File: src/rtl/decode_stage_pkg.sv
// Shared SPARC encodings, decode-stage state enum and decoded-field bundle.
package decode_stage_pkg;

    localparam logic [1:0] OP_FMT2 = 2'b00;
    localparam logic [1:0] OP_CALL = 2'b01;
    localparam logic [1:0] OP_FMT3 = 2'b10;
    localparam logic [1:0] OP_MEM  = 2'b11;

    localparam logic [2:0] OP2_BICC  = 3'b010;
    localparam logic [2:0] OP2_SETHI = 3'b100;

    localparam logic [5:0] OP3_ADD     = 6'b000000;
    localparam logic [5:0] OP3_AND     = 6'b000001;
    localparam logic [5:0] OP3_OR      = 6'b000010;
    localparam logic [5:0] OP3_XOR     = 6'b000011;
    localparam logic [5:0] OP3_SUB     = 6'b000100;
    localparam logic [5:0] OP3_ANDN    = 6'b000101;
    localparam logic [5:0] OP3_ORN     = 6'b000110;
    localparam logic [5:0] OP3_XNOR    = 6'b000111;
    localparam logic [5:0] OP3_ADDCC   = 6'b010000;
    localparam logic [5:0] OP3_ANDCC   = 6'b010001;
    localparam logic [5:0] OP3_ORCC    = 6'b010010;
    localparam logic [5:0] OP3_XORCC   = 6'b010011;
    localparam logic [5:0] OP3_SUBCC   = 6'b010100;
    localparam logic [5:0] OP3_SLL     = 6'b100101;
    localparam logic [5:0] OP3_SRL     = 6'b100110;
    localparam logic [5:0] OP3_SRA     = 6'b100111;
    localparam logic [5:0] OP3_JMPL    = 6'b111000;
    localparam logic [5:0] OP3_SAVE    = 6'b111100;
    localparam logic [5:0] OP3_RESTORE = 6'b111101;

    localparam logic [3:0] COND_N   = 4'h0;
    localparam logic [3:0] COND_E   = 4'h1;
    localparam logic [3:0] COND_LE  = 4'h2;
    localparam logic [3:0] COND_L   = 4'h3;
    localparam logic [3:0] COND_LEU = 4'h4;
    localparam logic [3:0] COND_CS  = 4'h5;
    localparam logic [3:0] COND_NEG = 4'h6;
    localparam logic [3:0] COND_VS  = 4'h7;
    localparam logic [3:0] COND_A   = 4'h8;
    localparam logic [3:0] COND_NE  = 4'h9;
    localparam logic [3:0] COND_G   = 4'hA;
    localparam logic [3:0] COND_GE  = 4'hB;
    localparam logic [3:0] COND_GU  = 4'hC;
    localparam logic [3:0] COND_CC  = 4'hD;
    localparam logic [3:0] COND_POS = 4'hE;
    localparam logic [3:0] COND_VC  = 4'hF;

    typedef enum logic [1:0] {
        ST_EMPTY      = 2'd0,
        ST_FULL       = 2'd1,
        ST_ANNUL_PEND = 2'd2
    } dec_state_e;

    typedef struct packed {
        logic [1:0]  op;
        logic [2:0]  op2;
        logic [5:0]  op3;
        logic [4:0]  rd;
        logic [3:0]  cond;
        logic        a;
        logic        i;
        logic [21:0] imm22;
        logic [12:0] simm13;
        logic [29:0] disp30;
        logic        illegal;
    } dec_fields_t;

    function automatic logic op3_implemented(input logic [5:0] op3);
        case (op3)
            OP3_ADD, OP3_AND, OP3_OR, OP3_XOR, OP3_SUB, OP3_ANDN, OP3_ORN,
            OP3_XNOR, OP3_ADDCC, OP3_ANDCC, OP3_ORCC, OP3_XORCC, OP3_SUBCC,
            OP3_SLL, OP3_SRL, OP3_SRA, OP3_JMPL, OP3_SAVE, OP3_RESTORE:
                op3_implemented = 1'b1;
            default:
                op3_implemented = 1'b0;
        endcase
    endfunction

endpackage

File: src/rtl/decode_stage_if.sv
// Decoded-field bundle carried from the field extractor to the stage register.
interface decode_stage_if;
    import decode_stage_pkg::*;

    dec_fields_t fields;

    modport master (output fields);
    modport slave  (input  fields);
endinterface

File: src/rtl/decode_stage_fields.sv
// Combinational SPARC field extraction and illegal-opcode check.
module inst_fields
    import decode_stage_pkg::*;
(
    input  logic [31:0]   inst_i,
    decode_stage_if.master fld
);

    always_comb begin
        fld.fields        = '0;
        fld.fields.op     = inst_i[31:30];
        fld.fields.rd     = inst_i[29:25];
        fld.fields.a      = inst_i[29];
        fld.fields.cond   = inst_i[28:25];
        fld.fields.op2    = inst_i[24:22];
        fld.fields.imm22  = inst_i[21:0];
        fld.fields.disp30 = inst_i[29:0];
        fld.fields.op3    = inst_i[24:19];
        fld.fields.i      = inst_i[13];
        fld.fields.simm13 = inst_i[12:0];
        // CALL and memory formats are always legal here; only formats 2 and 3 are screened
        case (inst_i[31:30])
            OP_FMT2: fld.fields.illegal = (inst_i[24:22] != OP2_SETHI) &&
                                          (inst_i[24:22] != OP2_BICC);
            OP_FMT3: fld.fields.illegal = !op3_implemented(inst_i[24:19]);
            default: fld.fields.illegal = 1'b0;
        endcase
    end

endmodule

File: src/rtl/decode_stage.sv
// SPARC decode stage: one-entry skid register with delay-slot annul handling.
module decode_stage
    import decode_stage_pkg::*;
(
    input  logic        clk,
    input  logic        reset,
    input  logic        fet_valid_in,
    output logic        fet_ready_out,
    input  logic [31:0] fet_inst_in,
    input  logic [31:0] fet_pc_in,
    output logic [4:0]  rf_rs1_out,
    output logic [4:0]  rf_rs2_out,
    input  logic [31:0] rf_data1_in,
    input  logic [31:0] rf_data2_in,
    input  logic        ex_kill_in,
    output logic        dec_valid_out,
    input  logic        dec_ready_in,
    output logic [1:0]  dec_op_out,
    output logic [2:0]  dec_op2_out,
    output logic [5:0]  dec_op3_out,
    output logic [4:0]  dec_rd_out,
    output logic [3:0]  dec_cond_out,
    output logic        dec_a_out,
    output logic        dec_i_out,
    output logic [21:0] dec_imm22_out,
    output logic [12:0] dec_simm13_out,
    output logic [29:0] dec_disp30_out,
    output logic [31:0] dec_valA_out,
    output logic [31:0] dec_valB_out,
    output logic [31:0] dec_PC_out,
    output logic        dec_illegal_out
);

    typedef struct packed {
        dec_fields_t f;
        logic [31:0] valA;
        logic [31:0] valB;
        logic [31:0] pc;
    } entry_t;

    decode_stage_if fld_if ();

    inst_fields u_fields (
        .inst_i (fet_inst_in),
        .fld    (fld_if.master)
    );

    dec_state_e state_q;
    entry_t     entry_q;
    entry_t     entry_d;
    logic       fet_accept;

    assign rf_rs1_out    = fet_inst_in[18:14];
    assign rf_rs2_out    = fet_inst_in[4:0];
    assign dec_valid_out = (state_q == ST_FULL) && !ex_kill_in;
    assign fet_ready_out = (state_q != ST_FULL) || (dec_ready_in && dec_valid_out);
    assign fet_accept    = fet_valid_in && fet_ready_out;

    always_comb begin
        entry_d      = '0;
        entry_d.f    = fld_if.fields;
        entry_d.valA = rf_data1_in;
        entry_d.valB = rf_data2_in;
        entry_d.pc   = fet_pc_in;
    end

    always_ff @(posedge clk or negedge reset) begin
        if (!reset) begin
            state_q <= ST_EMPTY;
            entry_q <= '0;
        end else begin
            unique case (state_q)
                ST_EMPTY: begin
                    // A kill with nothing held annuls the next word; if that word arrives now, drop it here
                    if (fet_accept && !ex_kill_in) begin
                        state_q <= ST_FULL;
                        entry_q <= entry_d;
                    end else if (ex_kill_in && !fet_accept) begin
                        state_q <= ST_ANNUL_PEND;
                    end
                end
                ST_FULL: begin
                    if (fet_accept) begin
                        entry_q <= entry_d;
                    end else if (ex_kill_in || dec_ready_in) begin
                        state_q <= ST_EMPTY;
                    end
                end
                ST_ANNUL_PEND: begin
                    if (fet_valid_in) begin
                        state_q <= ST_EMPTY;
                    end
                end
                default: state_q <= ST_EMPTY;
            endcase
        end
    end

    assign dec_op_out      = entry_q.f.op;
    assign dec_op2_out     = entry_q.f.op2;
    assign dec_op3_out     = entry_q.f.op3;
    assign dec_rd_out      = entry_q.f.rd;
    assign dec_cond_out    = entry_q.f.cond;
    assign dec_a_out       = entry_q.f.a;
    assign dec_i_out       = entry_q.f.i;
    assign dec_imm22_out   = entry_q.f.imm22;
    assign dec_simm13_out  = entry_q.f.simm13;
    assign dec_disp30_out  = entry_q.f.disp30;
    assign dec_illegal_out = entry_q.f.illegal;
    assign dec_valA_out    = entry_q.valA;
    assign dec_valB_out    = entry_q.valB;
    assign dec_PC_out      = entry_q.pc;

endmodule

File: config.mk
export PLATFORM = sky130hd
export DESIGN_NAME = decode_stage
export DESIGN_NICKNAME = d
export VERILOG_FILES = /design/src/rtl/decode_stage_pkg.sv /design/src/rtl/decode_stage_if.sv /design/src/rtl/decode_stage_fields.sv /design/src/rtl/decode_stage.sv
export SDC_FILE = /design/constraint.sdc
export NUM_CORES = 1
export LEC_CHECK = 0
export CORE_MARGIN = 2
export CORE_UTILIZATION = 39
export DETAILED_ROUTE_END_ITERATION = 6
export GPL_ROUTABILITY_DRIVEN = 0
export PLACE_DENSITY = 0.77
export SYNTH_ARGS = -nofsm -noshare
export SYNTH_HDL_FRONTEND = slang
export SYNTH_HIERARCHICAL = 1
export SYNTH_SLANG_ARGS = --single-unit
File: constraint.sdc
create_clock -name clk -period 1.9 [get_ports clk]
set_clock_uncertainty 0.15 [all_clocks]
set_input_delay 0.57 -clock clk [delete_from_list [all_inputs] [get_ports clk]]
set_output_delay 0.57 -clock clk [all_outputs]
set_load 0.01 [all_outputs]
# Yosys cells after proc, flatten, opt, wreduce, memory -nomap -nowiden
# Memories as Yosys holds them, arrays and structs flattened.
# Cells that the tools add are included.
# Widths: inputs -> output; s select.
[op_classes]
n_reduce_logical = 16
muxes = 11
eq_ne = 12
[ops]
columns = ["op", "count"]
rows = [
  ["$mux 184", 2],
  ["$pmux 184 s2", 1],
  ["$mux 2", 5],
  ["$ne 2x2->1 const B", 4],
  ["$logic_and 1x1->1", 6],
  ["$ne 3x3->1 const B", 2],
  ["$pmux 2 s3", 1],
  ["$eq 2x2->1 const B", 2],
  ["$logic_not 2->1", 2],
  ["$ne 2x1->1 const B", 2],
  ["$reduce_and 4->1", 1],
  ["$logic_not 1->1", 3],
  ["$ne 3x2->1 const B", 1],
  ["$reduce_and 3->1", 1],
  ["$eq 2x1->1 const B", 1],
  ["$logic_or 1x1->1", 2],
  ["$pmux 1 s2", 1],
  ["$reduce_bool 2->1", 1],
  ["$mux 1", 1],
]
[word_totals]
romBits = 64
n_memories = 1
input_bits = 133
register_bits = 186
elab_cells = 55
[memory_table]
columns = ["name", "depth", "width", "read_ports", "rd_clocked_by_memory_dff", "wr", "line", "source"]
rows = [
  ["(no name shown)", 64, 1, 1, 0, 0, "decode_stage_pkg.sv:70", "case (op3)"],
]

# Logic depth before layout (Yosys ltp)
# Gate-level depths: netlist of the first run.
[logic_depth]
depth_word = 10
ltp_mapped = 9
ltp_nobuf = 7

# By module
# Netlist of the first run, hierarchy kept.
[modules_own_cells]
columns = ["module", "cells_per_inst", "instances", "area_each_um2"]
rows = [
  ["decode_stage", 416, 1, 7081.8],
  ["inst_fields", 97, 1, 718.2],
]

# Worst setup path after synthesis of the first run
# Ideal clock, no wire load.
[synth_timing]
path_kind = "input-to-reg"
startpoint = "input port dec_ready_in"
endpoint = "register entry_q (netlist bit dec_PC_out[0])"
arrival_ns = 2.189
t_required_ns = 1.623
slack_ns = -0.567
setup_time_ns = 0.127
path_buffers = 2
cell_stages = 9
cell_sequence = "inv_1 > o21ai_0 > and2_1 > ha_1 > nand2b_1 > a21oi_2 > buf_4 > buf_6 > mux2_1"
[synth_via]
elab_chain_len = 6
[synth_lines]
columns = ["element", "line", "source"]
rows = [
  ["start: declaration", "decode_stage.sv:17", "input logic dec_ready_in,"],
  ["$logic_and 1x1->1 (*)", "decode_stage.sv:56", "assign fet_ready_out = (state_q != ST_FULL) || (dec_ready_in && dec_valid_out);"],
  ["$logic_or 1x1->1 (*)", "decode_stage.sv:56", ""],
  ["via fet_ready_out", "decode_stage.sv:8", "output logic fet_ready_out,"],
  ["$logic_and 1x1->1 (*)", "decode_stage.sv:57", "assign fet_accept = fet_valid_in && fet_ready_out;"],
  ["$logic_and 1x1->1", "decode_stage.sv:75", "if (fet_accept && !ex_kill_in) begin"],
  ["$ne 2x2->1 (no source line)", "n/a", ""],
  ["$reduce_and 3->1 (no source line) (*)", "n/a", ""],
  ["end signal: assignment", "decode_stage.sv:77", "entry_q <= entry_d;"],
  ["end signal: assignment", "decode_stage.sv:84", "entry_q <= entry_d;"],
  ["end: declaration", "decode_stage.sv:49", "entry_t entry_q;"],
]
# Mark *: on every way through the listed nets, which the timed path passes. The rest lies on a longest branch.
# A chain may end at the register's enable or synchronous reset.

# Worst setup path after layout of the first run
[layout_timing]
startpoint = "input port ex_kill_in"
endpoint = "register entry_q (netlist bit dec_PC_out[27])"
[layout_via]
elab_chain_len = 8
[layout_lines]
columns = ["element", "line", "source"]
rows = [
  ["start: declaration", "decode_stage.sv:15", "input logic ex_kill_in,"],
  ["$logic_not 1->1 (*)", "decode_stage.sv:55, decode_stage.sv:75", ""],
  ["$logic_and 1x1->1", "decode_stage.sv:55", "assign dec_valid_out = (state_q == ST_FULL) && !ex_kill_in;"],
  ["$logic_and 1x1->1", "decode_stage.sv:56", ""],
  ["$logic_or 1x1->1", "decode_stage.sv:56", ""],
  ["$logic_and 1x1->1", "decode_stage.sv:57", ""],
  ["$logic_and 1x1->1", "decode_stage.sv:75", ""],
  ["$ne 2x2->1 (no source line)", "n/a", ""],
  ["$reduce_and 3->1 (no source line) (*)", "n/a", ""],
]
# Mark *: on every way between the ends. The rest lies on a longest branch, timed or not.

==> results.json, run 1 <==
{
  "status": "finished with violations",
  "violations": "negative setup slack",
  "antenna_found_initial": 0,
  "hold_class": "reg -> reg",
  "grt_max_degree": 56,
  "fin_hold_ws_ps": 334.1,
  "die_h_microns": 145.4,
  "tns_ps": -57680,
  "final_nets": 940,
  "top_usage_layer": "met2",
  "grt_use_total": 0.1917,
  "finalCritPeriodShare": 1.212,
  "cap_violations": 0,
  "p_seq_frac": 0.352,
  "total_power_uw": 20270,
  "syn_inst": 513,
  "finalHoldViolCount": 0,
  "cp-end-kind": "flop",
  "regArea_sq_um": 4654,
  "antenna_cells": 0,
  "synth-seq-area-share": 0.5967,
  "pwr-share-clk": 0.184,
  "core-area_sq_um": 19530,
  "worstMarginPinSlew_ps": 268.3,
  "area_delta_synth_final_pct": 68.24,
  "switchingPower_uw": 6248,
  "rsz0062_at_grt": "yes",
  "design_area_sq_um": 13120,
  "grt_pass1_vias": 5590,
  "slew_headroom": 0.8183,
  "yosysWarnings": 6,
  "switching_share": 0.3083,
  "crit_chain": "dlygate4sd2_1 -> o21ai_4 -> and2_4 -> ha_4 -> nand2b_4 -> a21oi_4 -> buf_12 -> clkbuf_16 -> mux2_1",
  "avgSynthCellArea_sq_um": 15.20,
  "max_freq_ghz": 0.4344,
  "worst-path-buf-inv": 3,
  "cpPeakStageDelay_ps": 370,
  "dp_slack_ps": -1032,
  "boundaryPins": 329,
  "setup_ws_ps": -402.2,
  "synth_cell_type_count": 25,
  "netlist_top_cells_area": "dfrtp_1, mux2_1, mux2_2",
  "drive_gt1_frac": 0.3407,
  "route.antenna.remaining_nets": 0,
  "die_w_microns": 145.4,
  "power_density_nw_per_um2": 1545,
  "ir_drop_mv": 0.7909,
  "cp_max_fo": 15,
  "wl_per_cell_microns": 21.67,
  "clockBufferDepth": 2,
  "dp_hpwl_microns": 14780,
  "path_clk_slew_ps": 70,
  "slew_violations": 0,
  "leakage_uw": 0.007404,
  "initial_core_util": 0.3995,
  "critPathTopFamily": "buffers and inverters",
  "cts_tree": "yes",
  "setup_viol": 187,
  "r2r_slack_ps": -380,
  "root_buffer": "clkbuf_16",
  "synth_fp_nets": 647,
  "portBuffers": 328,
  "clock_latency_ps": 420,
  "grt_use_met3": 0.07524,
  "grt_pass1_wl_microns": 31940,
  "grt_remaining_overflow": 0,
  "crit_required_ps": 2030,
  "rows": 51,
  "pwr-share-comb": 0.464,
  "placed_cell_area_sq_um": 11070,
  "die-area_sq_um": 21150,
  "syn_area_sq_um": 7800,
  "critPathArrivalTime_ps": 2430,
  "clkSinkCount": 186,
  "fillers": 1262,
  "cts-buffers-inserted": 17,
  "yosysTopAreaCell": "dfrtp_1",
  "yosys_register_bits": 186,
  "slowest_stage": "mux2_1",
  "synth.top_cell.area_share": 0.5967,
  "via_per_inst": 4.736,
  "htree_levels": 4,
  "startpoint_type": "input pin",
  "via_count": 5134,
  "drc": 0,
  "critPathKind": "in -> reg",
  "min_period_ps": 2302,
  "drt_first_pass_iters": 4,
  "totalWireLength_microns": 23490,
  "p_int_uw": 14020,
  "multi_input_area_sq_um": 2859,
  "drt_first_iter_violations": 171,
  "grtUsageMet1": 0.2235,
  "grt_use_met2": 0.3303
}
[final timing paths]
kind                       cells after the start                       start                           end
min in group asynchronous                      2                       reset  dec_valB_out[11]$_DFFE_PN0P_
setup reg to reg                               9      state_q[0]$_DFFE_PN0P_    dec_PC_out[27]$_DFFE_PN0P_
hold / removal                                 1  dec_op3_out[2]$_DFFE_PN0P_    dec_op3_out[2]$_DFFE_PN0P_
setup / recovery                               9                  ex_kill_in    dec_PC_out[27]$_DFFE_PN0P_
max in group asynchronous                      3                       reset  dec_valB_out[28]$_DFFE_PN0P_
hold reg to reg                                1  dec_op3_out[2]$_DFFE_PN0P_    dec_op3_out[2]$_DFFE_PN0P_
[cells in the final DEF (no fill, tap or decap), types with 2 or more instances in the layout]
cell | synthesis | final
and2_4 | 0 | 2
buf_12 | 0 | 10
buf_16 | 0 | 6
buf_2 | 3 | 9
buf_4 | 104 | 28
buf_6 | 10 | 8
buf_8 | 0 | 4
bufinv_16 | 0 | 2
clkbuf_16 | 0 | 26
clkdlybuf4s50_1 | 0 | 118
clkinv_4 | 0 | 4
dfrtp_1 | 186 | 186
dlygate4sd2_1 | 0 | 5
dlymetal6s2s_1 | 0 | 191
inv_1 | 4 | 2
inv_6 | 0 | 4
inv_8 | 0 | 3
mux2_1 | 105 | 21
mux2_2 | 79 | 7
mux2_4 | 0 | 156
nor3_1 | 2 | 2
[Yosys cell counts]
master    instances
ha_1              1
a311oi_1          1
inv_1             4
a22o_1            1
buf_2             3
nor2b_1           2
and2_1            2
nor3_1            2
nand4b_1          1
o21ai_0           1
a21oi_2           1
nor2_1            1
buf_6            10
mux2_1          105
buf_4           104
nand2b_1          2
o211ai_1          1
mux2_2           79
xnor2_1           1
dfrtp_1         186
nand2_1           1
a21boi_0          1
o21ai_1           1
o311ai_1          1
a21oi_1           1
[cell families (layout without fill, tap and decap cells)]
| family | after synthesis | in the layout | synth area share |
|---|---|---|---|
| AOI/OAI and AO/OA | 9 | 9 | 0.008341 |
| xor gates and xnor gates | 1 | 1 | 0.001123 |
| adders and majority gates | 1 | 1 | 0.001604 |
| buffers and inverters | 121 | 427 | 0.1184 |
| DFF | 186 | 186 | 0.5967 |
| muxes | 184 | 184 | 0.2656 |
| and+or+nand+nor | 11 | 11 | 0.008180 |
[power groups by stage]
stage / logic [uW] / registers [uW] / clock network (uW)
after floorplan: 2360 / 7940 / 0
after global placement: 8210 / 6990 / 0
after detailed placement: 8400 / 7130 / 0
after CTS: 8760 / 7110 / 3770
after global routing: 9890 / 7380 / 3970
final: 9400 / 7140 / 3730
[metal layers]
metal | share of wire | vias to the layer above
li1 | - | 2255
met1 | 0.40 | 2625
met2 | 0.51 | 231
met3 | 0.071 | 23
met4 | 0.016 | 0
met5 | 0 | -
[final cells by class]
cell class                 count  area share
sequential                   186      0.3547
timing repair buffer         391      0.3537
multi-input combinational    206      0.2179
clock buffer                  18     0.03347
tap                          265     0.02527
clock inverter                14     0.01344
inverter                       4    0.001526
[timing repair]
action / in CTS / in global routing
resized for setup: 61 / 344
endpoints found under the setup margin: 381 / 378
setup buffers: 9 / 1
pin swaps: 0 / 2
hold buffers: 1 / 0
endpoints found under the hold margin: 19 / 0
cloned: 2 / 10
[per-stage QoR]
step | cells | utilization
2_1_floorplan | 513 | -
3_3_place_gp | 1030 | 0.5668
3_5_place_dp | 1030 | 0.5668
4_1_cts | 1073 | 0.6126
5_1_grt | 1084 | 0.6720
6_report | 1084 | 0.6720
[flip-flops by register name, summed over array words and instances (netlist names), 2 cells and up]
signal and cells:
dec_imm22_out 22, state_q 2, dec_op3_out 6, dec_op_out 2, dec_rd_out 5, dec_valA_out 32, dec_disp30_out 30, dec_op2_out 3
dec_PC_out 32, dec_valB_out 32, dec_cond_out 4, dec_simm13_out 13
(Power assumes the default switching activity.)
==> inputs of run 2 (changes only) <==
CORE_ASPECT_RATIO = 1.25   (was not set)
CORE_UTILIZATION = 40   (was 39)
HOLD_SLACK_MARGIN = 0.1   (was not set)
PLACE_DENSITY = 0.76   (was 0.77)
clock period = 2.2 ns   (was 1.9 ns; I/O delays follow)
==> run 2 against run 1 <==
Compared with the run above:
- the run now ends clean
- worst setup slack better by 420 ps
- register-to-register slack better by 420 ps
- sequential share of layout area is 3.0 points higher
- non-clock buffer count is 7 lower
- die area is 2.4% lower
- sequential cell count stayed put
- final area is 7.7% lower
- clock-buffer cell count is 3 higher
- combinational power is 20% lower
- total power is 17% lower
- utilization is 4.3 points lower
- critical endpoint is now rf_rs2_out[2]
- largest power group unchanged
- highest routed layer is now met5
==> results.json, run 2 (synthesized netlist as in run 1, its figures left out) <==
{
  "antenna_found_initial": 3,
  "grt_use_total": 0.2005,
  "cts-buffers-inserted": 17,
  "wirelength_met1_microns": 8246,
  "hold_class": "reg -> reg",
  "switchingPower_uw": 5025,
  "min_period_ps": 2185,
  "htree_levels": 4,
  "placed_cell_area_sq_um": 11020,
  "cp_max_fo": 2,
  "drive_gt1_frac": 0.2845,
  "pwr-share-clk": 0.191,
  "ff2ff_path_depth": 10,
  "grt_remaining_overflow": 0,
  "grt_pass1_vias": 5454,
  "finalCritPeriodShare": 0.9934,
  "via_count": 4979,
  "hold_path_depth": 1,
  "startpoint_type": "input pin",
  "cts_tree": "yes",
  "switching_share": 0.2987,
  "design_area_sq_um": 12110,
  "rsz0062_at_grt": "yes",
  "wl_per_cell_microns": 19.68,
  "power_density_nw_per_um2": 1389,
  "slowest_stage": "clkdlybuf4s50_1",
  "drt_first_iter_violations": 158,
  "cpPeakStageDelay_ps": 480,
  "die_w_microns": 128.9,
  "crit_chain": "clkdlybuf4s50_1 -> clkdlybuf4s15_1",
  "fillers": 1370,
  "grt_pass1_wl_microns": 31600,
  "root_buffer": "clkbuf_16",
  "path_depth": 2,
  "drt_first_pass_iters": 4,
  "area_delta_synth_final_pct": 55.23,
  "layout_commonest_cell": "clkdlybuf4s50_1",
  "clkSinkCount": 186,
  "slew_violations": 0,
  "worstMarginPinSlew_ps": 474.4,
  "via_per_inst": 4.742,
  "tns_ps": 0,
  "setup_viol": 0,
  "die-area_sq_um": 20640,
  "clockBufferDepth": 2,
  "worst-path-buf-inv": 2,
  "mostFrequentLayoutCells": "clkdlybuf4s50_1, dfrtp_1, mux2_2",
  "top_layer_used": "met5",
  "boundaryPins": 329,
  "crit_required_ps": 1390,
  "portBuffers": 328,
  "p_int_uw": 11800,
  "core-area_sq_um": 19260,
  "dp_hpwl_microns": 15040,
  "totalWireLength_microns": 20660,
  "route.antenna.remaining_nets": 0,
  "cp-end-kind": "primary output",
  "route.met2.wl_microns": 10260,
  "finalHoldViolCount": 0,
  "rows": 57,
  "drc": 0,
  "initial_core_util": 0.4051,
  "die_h_microns": 160.1,
  "critPathArrivalTime_ps": 1380,
  "pwr-share-comb": 0.446,
  "critPathKind": "in -> out",
  "ir_drop_mv": 0.7185,
  "max_freq_ghz": 0.4576,
  "grt_max_degree": 55,
  "final_nets": 933,
  "status": "finished clean",
  "post-route-util": 0.6288,
  "clock_latency_ps": 420,
  "critPathTopFamily": "buffers and inverters",
  "met3_length_microns": 1694,
  "slew_headroom": 0.6838,
  "path_clk_slew_ps": 70,
  "cap_violations": 0,
  "p_seq_frac": 0.364,
  "leakage_uw": 0.005604
}
run 2: cell types whose count changed in the layout (fill, tap and decap cells not counted), sizes merged:
cell | before | now
buf | 65 | 60
bufinv | 2 | 3
clkbuf | 27 | 28
clkdlybuf4s50 | 118 | 255
clkinv | 6 | 3
clkinvlp | 0 | 2
diode | 0 | 2
dlygate4sd2 | 5 | 12
dlymetal6s2s | 191 | 47
inv | 10 | 7
run 2: area by class of cell:
type                       count  area (sq um)  area share
sequential                   186          4654      0.3844
multi-input combinational    206          2506      0.2070
clock buffer                  21         460.4     0.03803
inverter                       4         20.02    0.001653
tap                          236         295.3     0.02439
antenna                        2         5.005   0.0004133
timing repair buffer         384          4009      0.3311
clock inverter                11         157.7     0.01302
run 2: power by group through the flow:
stage / Combinational, uW / Sequential, uW / Clock [uW]
after floorplan: 1980 / 6850 / 0
after global placement: 7090 / 6050 / 0
after CTS: 7610 / 6150 / 3300
after detailed placement: 7240 / 6160 / 0
final: 7500 / 6120 / 3210
after global routing: 7930 / 6350 / 3450
run 2: repair_timing:
item,in CTS,in global routing
gates resized for setup,98,69
cloned,3,2
hold buffers,1,0
endpoints found under the setup margin,207,233
hold endpoints to repair,48,0
pin swaps,2,2
buffers inserted,9,1
run 2: routing by layer:
layer,vias to the layer above,track usage
met5,-,0
met2,245,0.3329
met4,2,0.06917
met1,2454,0.2375
li1,2248,-
met3,30,0.07605
run 2: path summary, 6_finish.rpt:
path                                                endpoint  slack, ps                         start
worst max register to register  dec_valA_out[16]$_DFFE_PN0P_         40        state_q[0]$_DFFE_PN0P_
min in group asynchronous         dec_PC_out[20]$_DFFE_PN0P_        620                         reset
worst min-delay path            dec_imm22_out[6]$_DFFE_PN0P_        330  dec_imm22_out[6]$_DFFE_PN0P_
worst max-delay path                           rf_rs2_out[2]         10                fet_inst_in[2]
worst min register to register  dec_imm22_out[6]$_DFFE_PN0P_        330  dec_imm22_out[6]$_DFFE_PN0P_
max in group asynchronous         dec_PC_out[28]$_DFFE_PN0P_        690                         reset
run 2: metrics by stage:
step / std cells / worst slack (ps) / power (uW) / hold WS [ps]
CTS: 1047 / -68.55 / 17060 / 339.0
finish: 1050 / 14.51 / 16820 / 334.3
global route: 1050 / -19.74 / 17730 / 348.3
detailed placement: 1004 / -840.6 / 13400 / 323.7
global placement: 1004 / -763.8 / 13140 / 318.0
floorplan: 513 / -117.0 / 8831 / 214.4
